===== src/rtl/instr_assembler_if.sv =====
// ---------------------------------------------------------------------------
// instr_assembler_if
// Instruction-field handshake between a program source (master) and the
// instruction assembler (slave).
//   in_valid          master -> slave  field set below is valid
//   in_ready          slave  -> master assembler can take a field set
//   op_sel            master -> slave  instruction class (0..5 legal)
//   rs, rt, rd        master -> slave  register fields
//   funct             master -> slave  R-type function field
//   imm               master -> slave  16-bit immediate
//   target            master -> slave  26-bit jump target
// ---------------------------------------------------------------------------
interface instr_assembler_if;
    logic        in_valid;
    logic        in_ready;
    logic [2:0]  op_sel;
    logic [4:0]  rs;
    logic [4:0]  rt;
    logic [4:0]  rd;
    logic [5:0]  funct;
    logic [15:0] imm;
    logic [25:0] target;

    modport master (
        output in_valid, op_sel, rs, rt, rd, funct, imm, target,
        input  in_ready
    );

    modport slave (
        input  in_valid, op_sel, rs, rt, rd, funct, imm, target,
        output in_ready
    );
endinterface


===== src/rtl/instr_assembler.sv =====
// ---------------------------------------------------------------------------
// instr_assembler
// Packs symbolic instruction fields into 32-bit MIPS words (lw, sw, R-type,
// addi, beq, j) and writes them to consecutive instruction-memory addresses
// starting at 0. One instruction every two cycles: IDLE accepts, WRITE
// presents the one-cycle strobe and bumps the word count.
//
// Ports
//   clk          clock, rising edge
//   rst          synchronous active-high reset
//   clear        synchronous restart of the load sequence (same effect as rst)
//   inst_if      instruction-field handshake (slave side)
//   imem_we      one-cycle instruction-memory write strobe
//   imem_addr    word address of the write
//   imem_wdata   encoded instruction word
//   count        words written since reset/clear, saturates at DEPTH
//   full         count == DEPTH; no further accepts until rst/clear
//   err_illegal  sticky: an illegal op_sel was accepted
//
// state   | meaning
// --------+----------------------------------------------------
// S_IDLE  | ready for a field set (unless full or in reset)
// S_WRITE | strobe on the bus this cycle; count bumps at its end
// ---------------------------------------------------------------------------
module instr_assembler #(
    parameter int DEPTH  = 64,
    parameter int ADDR_W = 6
) (
    input  logic               clk,
    input  logic               rst,
    input  logic               clear,
    instr_assembler_if.slave   inst_if,
    output logic               imem_we,
    output logic [ADDR_W-1:0]  imem_addr,
    output logic [31:0]        imem_wdata,
    output logic [ADDR_W:0]    count,
    output logic               full,
    output logic               err_illegal
);

    localparam logic [ADDR_W:0] DEPTH_W = (ADDR_W+1)'(DEPTH);

    typedef enum logic {
        S_IDLE  = 1'b0,
        S_WRITE = 1'b1
    } state_t;

    state_t              state_q, state_d;
    logic [ADDR_W:0]     count_q, count_d;
    logic                full_q, full_d;
    logic                err_q, err_d;
    logic                we_q, we_d;
    logic [ADDR_W-1:0]   addr_q, addr_d;
    logic [31:0]         wdata_q, wdata_d;

    logic                in_ready;
    logic                legal;
    logic [31:0]         enc;

    // Not registered: must drop in the same cycle rst is raised.
    assign in_ready         = (state_q == S_IDLE) && !full_q && !rst;
    assign inst_if.in_ready = in_ready;

    always_comb begin
        enc   = '0;
        legal = 1'b1;
        case (inst_if.op_sel)
            3'd0:    enc = {6'b100011, inst_if.rs, inst_if.rt, inst_if.imm};
            3'd1:    enc = {6'b101011, inst_if.rs, inst_if.rt, inst_if.imm};
            3'd2:    enc = {6'b000000, inst_if.rs, inst_if.rt, inst_if.rd,
                            5'b00000, inst_if.funct};
            3'd3:    enc = {6'b001000, inst_if.rs, inst_if.rt, inst_if.imm};
            3'd4:    enc = {6'b000100, inst_if.rs, inst_if.rt, inst_if.imm};
            3'd5:    enc = {6'b000010, inst_if.target};
            default: legal = 1'b0;
        endcase
    end

    always_comb begin
        state_d = state_q;
        count_d = count_q;
        err_d   = err_q;
        we_d    = 1'b0;
        addr_d  = addr_q;
        wdata_d = wdata_q;

        case (state_q)
            S_IDLE: begin
                if (inst_if.in_valid && in_ready) begin
                    if (legal) begin
                        wdata_d = enc;
                        addr_d  = count_q[ADDR_W-1:0];
                        we_d    = 1'b1;
                        state_d = S_WRITE;
                    end else begin
                        err_d = 1'b1;
                    end
                end
            end
            S_WRITE: begin
                if (count_q != DEPTH_W) begin
                    count_d = count_q + 1'b1;
                end
                state_d = S_IDLE;
            end
            default: state_d = S_IDLE;
        endcase

        // clear wins over an accept; a strobe already on the bus this cycle
        // still reaches the memory because imem_we is registered.
        if (clear) begin
            state_d = S_IDLE;
            count_d = '0;
            err_d   = 1'b0;
            we_d    = 1'b0;
            addr_d  = '0;
            wdata_d = '0;
        end

        full_d = (count_d == DEPTH_W);
    end

    always_ff @(posedge clk) begin
        if (rst) begin
            state_q <= S_IDLE;
            count_q <= '0;
            full_q  <= 1'b0;
            err_q   <= 1'b0;
            we_q    <= 1'b0;
            addr_q  <= '0;
            wdata_q <= '0;
        end else begin
            state_q <= state_d;
            count_q <= count_d;
            full_q  <= full_d;
            err_q   <= err_d;
            we_q    <= we_d;
            addr_q  <= addr_d;
            wdata_q <= wdata_d;
        end
    end

    assign imem_we     = we_q;
    assign imem_addr   = addr_q;
    assign imem_wdata  = wdata_q;
    assign count       = count_q;
    assign full        = full_q;
    assign err_illegal = err_q;

endmodule


===== src/flat_wrapper.sv =====
// flat-port wrapper written by rule: the top's interface ports become plain ports
module instr_assembler_flat 
#(
    parameter int DEPTH  = 64,
    parameter int ADDR_W = 6
)
  (clk, rst, clear, imem_we, imem_addr, imem_wdata, count, full, err_illegal, inst_if_in_valid, inst_if_op_sel, inst_if_rs, inst_if_rt, inst_if_rd, inst_if_funct, inst_if_imm, inst_if_target, inst_if_in_ready);
  instr_assembler_if inst_if_i ();
  input  logic clk;
  input  logic rst;
  input  logic clear;
  output logic imem_we;
  output logic [ADDR_W-1:0] imem_addr;
  output logic [31:0] imem_wdata;
  output logic [ADDR_W:0] count;
  output logic full;
  output logic err_illegal;
  input wire logic [$bits(inst_if_i.in_valid)-1:0] inst_if_in_valid;
  input wire logic [$bits(inst_if_i.op_sel)-1:0] inst_if_op_sel;
  input wire logic [$bits(inst_if_i.rs)-1:0] inst_if_rs;
  input wire logic [$bits(inst_if_i.rt)-1:0] inst_if_rt;
  input wire logic [$bits(inst_if_i.rd)-1:0] inst_if_rd;
  input wire logic [$bits(inst_if_i.funct)-1:0] inst_if_funct;
  input wire logic [$bits(inst_if_i.imm)-1:0] inst_if_imm;
  input wire logic [$bits(inst_if_i.target)-1:0] inst_if_target;
  output wire logic [$bits(inst_if_i.in_ready)-1:0] inst_if_in_ready;
  assign inst_if_i.in_valid = inst_if_in_valid;
  assign inst_if_i.op_sel = inst_if_op_sel;
  assign inst_if_i.rs = inst_if_rs;
  assign inst_if_i.rt = inst_if_rt;
  assign inst_if_i.rd = inst_if_rd;
  assign inst_if_i.funct = inst_if_funct;
  assign inst_if_i.imm = inst_if_imm;
  assign inst_if_i.target = inst_if_target;
  assign inst_if_in_ready = inst_if_i.in_ready;
  instr_assembler #(.DEPTH(DEPTH), .ADDR_W(ADDR_W)) u_core (.clk(clk), .rst(rst), .clear(clear), .inst_if(inst_if_i), .imem_we(imem_we), .imem_addr(imem_addr), .imem_wdata(imem_wdata), .count(count), .full(full), .err_illegal(err_illegal));
endmodule

===== config.mk =====
export PLATFORM = sky130hd
export DESIGN_NAME = instr_assembler_flat
export DESIGN_NICKNAME = d
export VERILOG_FILES = /design/src/rtl/instr_assembler_if.sv /design/src/rtl/instr_assembler.sv /design/src/flat_wrapper.sv
export SDC_FILE = /design/constraint.sdc
export NUM_CORES = 1
export LEC_CHECK = 0
export CORE_UTILIZATION = 31
export CTS_CLUSTER_DIAMETER = 100
export DETAILED_ROUTE_END_ITERATION = 7
export GPL_ROUTABILITY_DRIVEN = 0
export MAX_ROUTING_LAYER = met4
export PLACE_DENSITY = 0.69
export SLEW_MARGIN = 20
export SYNTH_ARGS = -nofsm -noshare
export SYNTH_HDL_FRONTEND = slang
export SYNTH_SLANG_ARGS = --single-unit

===== constraint.sdc =====
create_clock -name clk -period 1.65 [get_ports clk]
set_input_delay 0.165 -clock clk [delete_from_list [all_inputs] [get_ports clk]]
set_output_delay 0.165 -clock clk [all_outputs]
set_load 0.05 [all_outputs]

==> flow_results.org <==
** STA
- Actual transition at the worst max-transition pin :: 0.519 ns
- The clock arrives with ~0.007 ns of skew.
- Part of the cycle the worst path needs :: 103%
- Final critical-path required period :: about 1.7 ns
- Number of endpoints with negative hold slack in the final report :: 0
- Measured against its own limit, the worst slew margin works out to about two thirds.
- In the post-route analysis, the smallest setup slack over all paths is -0.0450 ns.
- RSZ-0062 raised after global routing :: yes
- The final-report max-slew violation count was 0.
- Derived from the worst setup path, the maximum achievable clock frequency is approximately 0.59 GHz.
- Setup violations, final :: 23

** Synth
- Counting flops and latches in the post-synthesis netlist gives 46.
- In the synthesized netlist, the number of instances is 266.
- After synthesis, the largest area contributor takes up 39.4% of total cell area.
- Ys flop type :: sky130_fd_sc_hd__dfxtp_1
- For this run, the number of Yosys warnings is 0.
- By area the synthesized netlist is led by sky130_fd_sc_hd__dfxtp_1 (39%), sky130_fd_sc_hd__a22oi_1 (13%), sky130_fd_sc_hd__a2bb2oi_1 (5.6%).
- Most instantiated library cell after synthesis :: sky130_fd_sc_hd__dfxtp_1
- Counting every net in the synthesized netlist gives between 300 and 400.
- In this run, distinct cell masters in the synthesized netlist total 40.
- Yosys mapped a number of flops with a built-in enable equal to 0.
- Share of synthesized registers carrying an async set or reset :: 0%
- Sequential area share after synthesis :: 39.4%
- Total standard cell area after synthesis :: 0.00234 mm²
- The synthesized design spends more area on one cell type than any other, namely sky130_fd_sc_hd__dfxtp_1.
- In the synthesized netlist, the cells that appear most often are sky130_fd_sc_hd__dfxtp_1 (46), sky130_fd_sc_hd__a22oi_1 (39), sky130_fd_sc_hd__nor2_1 (32).
- After synthesis, the mean cell area works out to 8.80 µm².

** Clocking
- Counting every sink on the clock net gives 46.
- Buffers inserted during clock tree synthesis total 5.
- Maximum level of the CTS H-tree :: 2
- Clk Latency, worst-skew pair :: 0.30 ns
- Clock edge transition at the registers on the reported setup and hold paths :: about 0.090 ns
- Longest Clk Path Bufs :: 2
- The cell sitting at the root of the clock tree is a sky130_fd_sc_hd__clkbuf_8.
- CTS tree :: done

** Detailed routing
- Across all layers, the routed design uses 2636 vias.
- For this run, design rule violations remaining after detail routing come to 0.
- The first detailed-routing pass ran for 4 iterations.
- For this block, the routed nets add up to approximately 8000 µm of wire.
- Number of nets still failing antenna checks after routing :: 0
- Number of DRC markers in iteration 0 :: 114
- Vias/cell :: approximately 5.2
- After detailed routing, the average wire length per cell comes to 15.7 µm.

** Layout
- Filler instances :: 685
- Of the cells placed in the final design, the portion with a size suffix greater than 1 is between 20% and 30%.
- Number of antenna repair diodes :: 0
- Layout overhead on the synthesized area :: 79.4%
- Total non-filler cell area in the finished layout :: approximately 0.0042 mm²
- In the final design database the tool counted 479 nets.

** Floorplanning
- The floorplan step defined a die boundary enclosing 0.00790 mm².
- The core region is between 0.007 and 0.008 mm².
- For this design the top-level I/O count stands at 119.
- Standard-cell rows :: 31
- Die Span Y :: ~89 µm
- The die is about 90 µm wide.
- The initial utilization of the core area, before any placement, comes to roughly 32%.

** Worst setup path
- For flop-to-flop paths, the worst setup slack is -0.04 ns.
- The worst register-to-register path ends at u_core.imem_wdata[13].
- Of all nets on the critical path, the largest fanout is 7.
- Kind of launch point of the worst setup path :: flop
- Critical path required time :: between 1.5 and 2 ns
- Reg2reg path depth :: 6
- Startpoint of the worst register-to-register path :: u_core.imem_we
- Data arrival time of the critical path :: between 1.5 and 2 ns
- STA classifies the critical path endpoint as a flop.
- Worst setup path category :: reg -> reg

** Placed design
- After detailed placement, the total cell area comes to 0.00379 mm².
- Detailed placement finished with a half-perimeter wire length of approximately 5600 µm.
- The count of buffers added on input and output ports is 117.

** Flow run
- Max cap viols :: 0

** Hold path
- The tightest min-delay check is of the reg -> reg type.
- The worst hold path passes through 2 cells.
- Startpoint of the worst hold path :: u_core.imem_addr[2]
- The path with the worst hold slack has its endpoint at u_core.imem_addr[2].

** Power
- Final Total Pwr :: between 2000 and 3000 µW
- IR analysis of the VDD net gives a maximum drop of 0.283 mV.
- The analysis attributes to cell leakage a power of 0.00197 µW.
- Dividing total power by cell area gives a power density of 612 mW/mm².

** Global routing
- Wire length of the first global-routing pass :: 11700 µm
- Global routing finished with a remaining overflow of 0.
- Entering global routing, the biggest net connects 27 pins.
- The number of antenna violations at the first check in global routing is 0.
- Number of global-route vias before repair :: between 2000 and 2500
- Global routing used 19.9% of the available tracks across all layers.

** Status
- The checks that failed: setup timing.
- Run status :: finished with violations
-- metrics by stage --
stage | utilization, % | std cells | hold WS [ns] | setup WS (ns) | setup TNS (ns)
3_5_place_dp | 52.0 | 490 | 0.452 | -0.324 | -9.37
2_1_floorplan | - | 266 | 0.228 | -0.106 | -2.53
4_1_cts | 54.3 | 503 | 0.465 | 0.00260 | 0
5_1_grt | 57.6 | 507 | 0.493 | -0.0846 | -1.77
6_report | 57.6 | 507 | 0.466 | -0.0450 | -0.368
3_3_place_gp | 52.0 | 490 | 0.447 | -0.302 | -8.79
-- routing by layer --
layer	wire length [µm]	vias to the layer above	part of all wire, %	global-route usage (%)
met2	3920	93	49	33.6
li1	-	1294	-	-
met4	126	0	1.6	5.72
met5	0	-	0	-
met1	3470	1238	44	24.1
met3	449	11	5.6	3.45
-- area by class of cell --
type / count / area, µm² / share of cell area [%]
clock buffers: 5 / 68.8 / 1.64
repair buffers: 162 / 1630 / 38.7
inverters: 7 / 26.3 / 0.626
flip-flops and latches: 46 / 931 / 22.2
multi-input cells: 185 / 1400 / 33.4
well taps: 99 / 124 / 2.95
clock inverters: 3 / 21.3 / 0.507
-- worst max-delay path, cell delays in order, from the launching register on --
cell	delay, ns
sky130_fd_sc_hd__dfxtp_4	0.36
sky130_fd_sc_hd__or4b_4	0.55
sky130_fd_sc_hd__a21oi_4	0.15
sky130_fd_sc_hd__buf_12	0.15
sky130_fd_sc_hd__buf_8	0.14
sky130_fd_sc_hd__o221ai_1	0.11
sky130_fd_sc_hd__o211a_1	0.12
-- how the worst max path moves through the flow --
stage	start	end	slack (ns)	cells past startpoint
after floorplan	u_core.imem_we	u_core.imem_wdata[11]	-0.11	6
after global placement	rst	u_core.imem_addr[2]	-0.30	7
after global routing	u_core.imem_we	u_core.imem_wdata[3]	-0.08	6
after CTS	u_core.imem_we	u_core.imem_wdata[23]	0.003	6
final	u_core.imem_we	u_core.imem_wdata[13]	-0.04	6
after detailed placement	rst	u_core.imem_addr[5]	-0.32	7
-- cells by family (layout without fill, tap and decap cells) --
kind of cell,after synthesis,after routing,synth area share [%]
multiplexers,1,1,0.428
other,1,1,0.160
AO/OA/AOI/OAI,108,108,36.8
flip-flops,46,46,39.4
adder cells (fa/ha/maj),2,2,1.07
XOR/XNOR,5,5,1.87
buffers and inverters,35,177,7.27
AND/OR/NAND/NOR,68,68,13.0
-- power breakdown --
group	internal [µW]	switching, µW	total, µW
logic	381	348	729
clock network	298	394	692
registers	1130	14.7	1150
total	1810	757	2570
-- state kept, by name, indices dropped and copies added, names as in the netlist --
signal	cells
u_core.err_illegal	1
u_core.imem_addr	6
u_core.imem_wdata	30
u_core.imem_we	1
u_core.full	1
u_core.count	7
-- cell usage in the layout, fill, tap and decap left out, types with 2 or more instances in the layout --
master                            count
sky130_fd_sc_hd__clkdlybuf4s50_1     71
sky130_fd_sc_hd__buf_4               60
sky130_fd_sc_hd__dfxtp_1             40
sky130_fd_sc_hd__a22oi_1             39
sky130_fd_sc_hd__nor2_1              27
sky130_fd_sc_hd__nand2_1             20
sky130_fd_sc_hd__dlymetal6s2s_1      18
sky130_fd_sc_hd__a2bb2oi_1           15
sky130_fd_sc_hd__o211a_1             11
sky130_fd_sc_hd__a211oi_2            10
sky130_fd_sc_hd__o221ai_2             7
sky130_fd_sc_hd__buf_12               7
sky130_fd_sc_hd__inv_1                6
sky130_fd_sc_hd__a21oi_1              6
sky130_fd_sc_hd__a211oi_1             5
sky130_fd_sc_hd__clkbuf_8             5
sky130_fd_sc_hd__dfxtp_2              5
sky130_fd_sc_hd__a21oi_2              4
sky130_fd_sc_hd__nor2_2               4
sky130_fd_sc_hd__o221ai_1             3
sky130_fd_sc_hd__nand4_1              3
sky130_fd_sc_hd__xor2_1               3
sky130_fd_sc_hd__nor2b_1              2
sky130_fd_sc_hd__and3_1               2
sky130_fd_sc_hd__xnor2_1              2
sky130_fd_sc_hd__ha_1                 2
sky130_fd_sc_hd__clkbuf_16            2
sky130_fd_sc_hd__buf_8                2
-- repair_timing --
action,in CTS,in global routing
pin swaps,3,24
hold buffers,0,0
setup endpoints to repair,19,51
resized for setup,4,47
gates cloned,1,3
buffers inserted,4,2
Power figures use the tool's default switching activity.
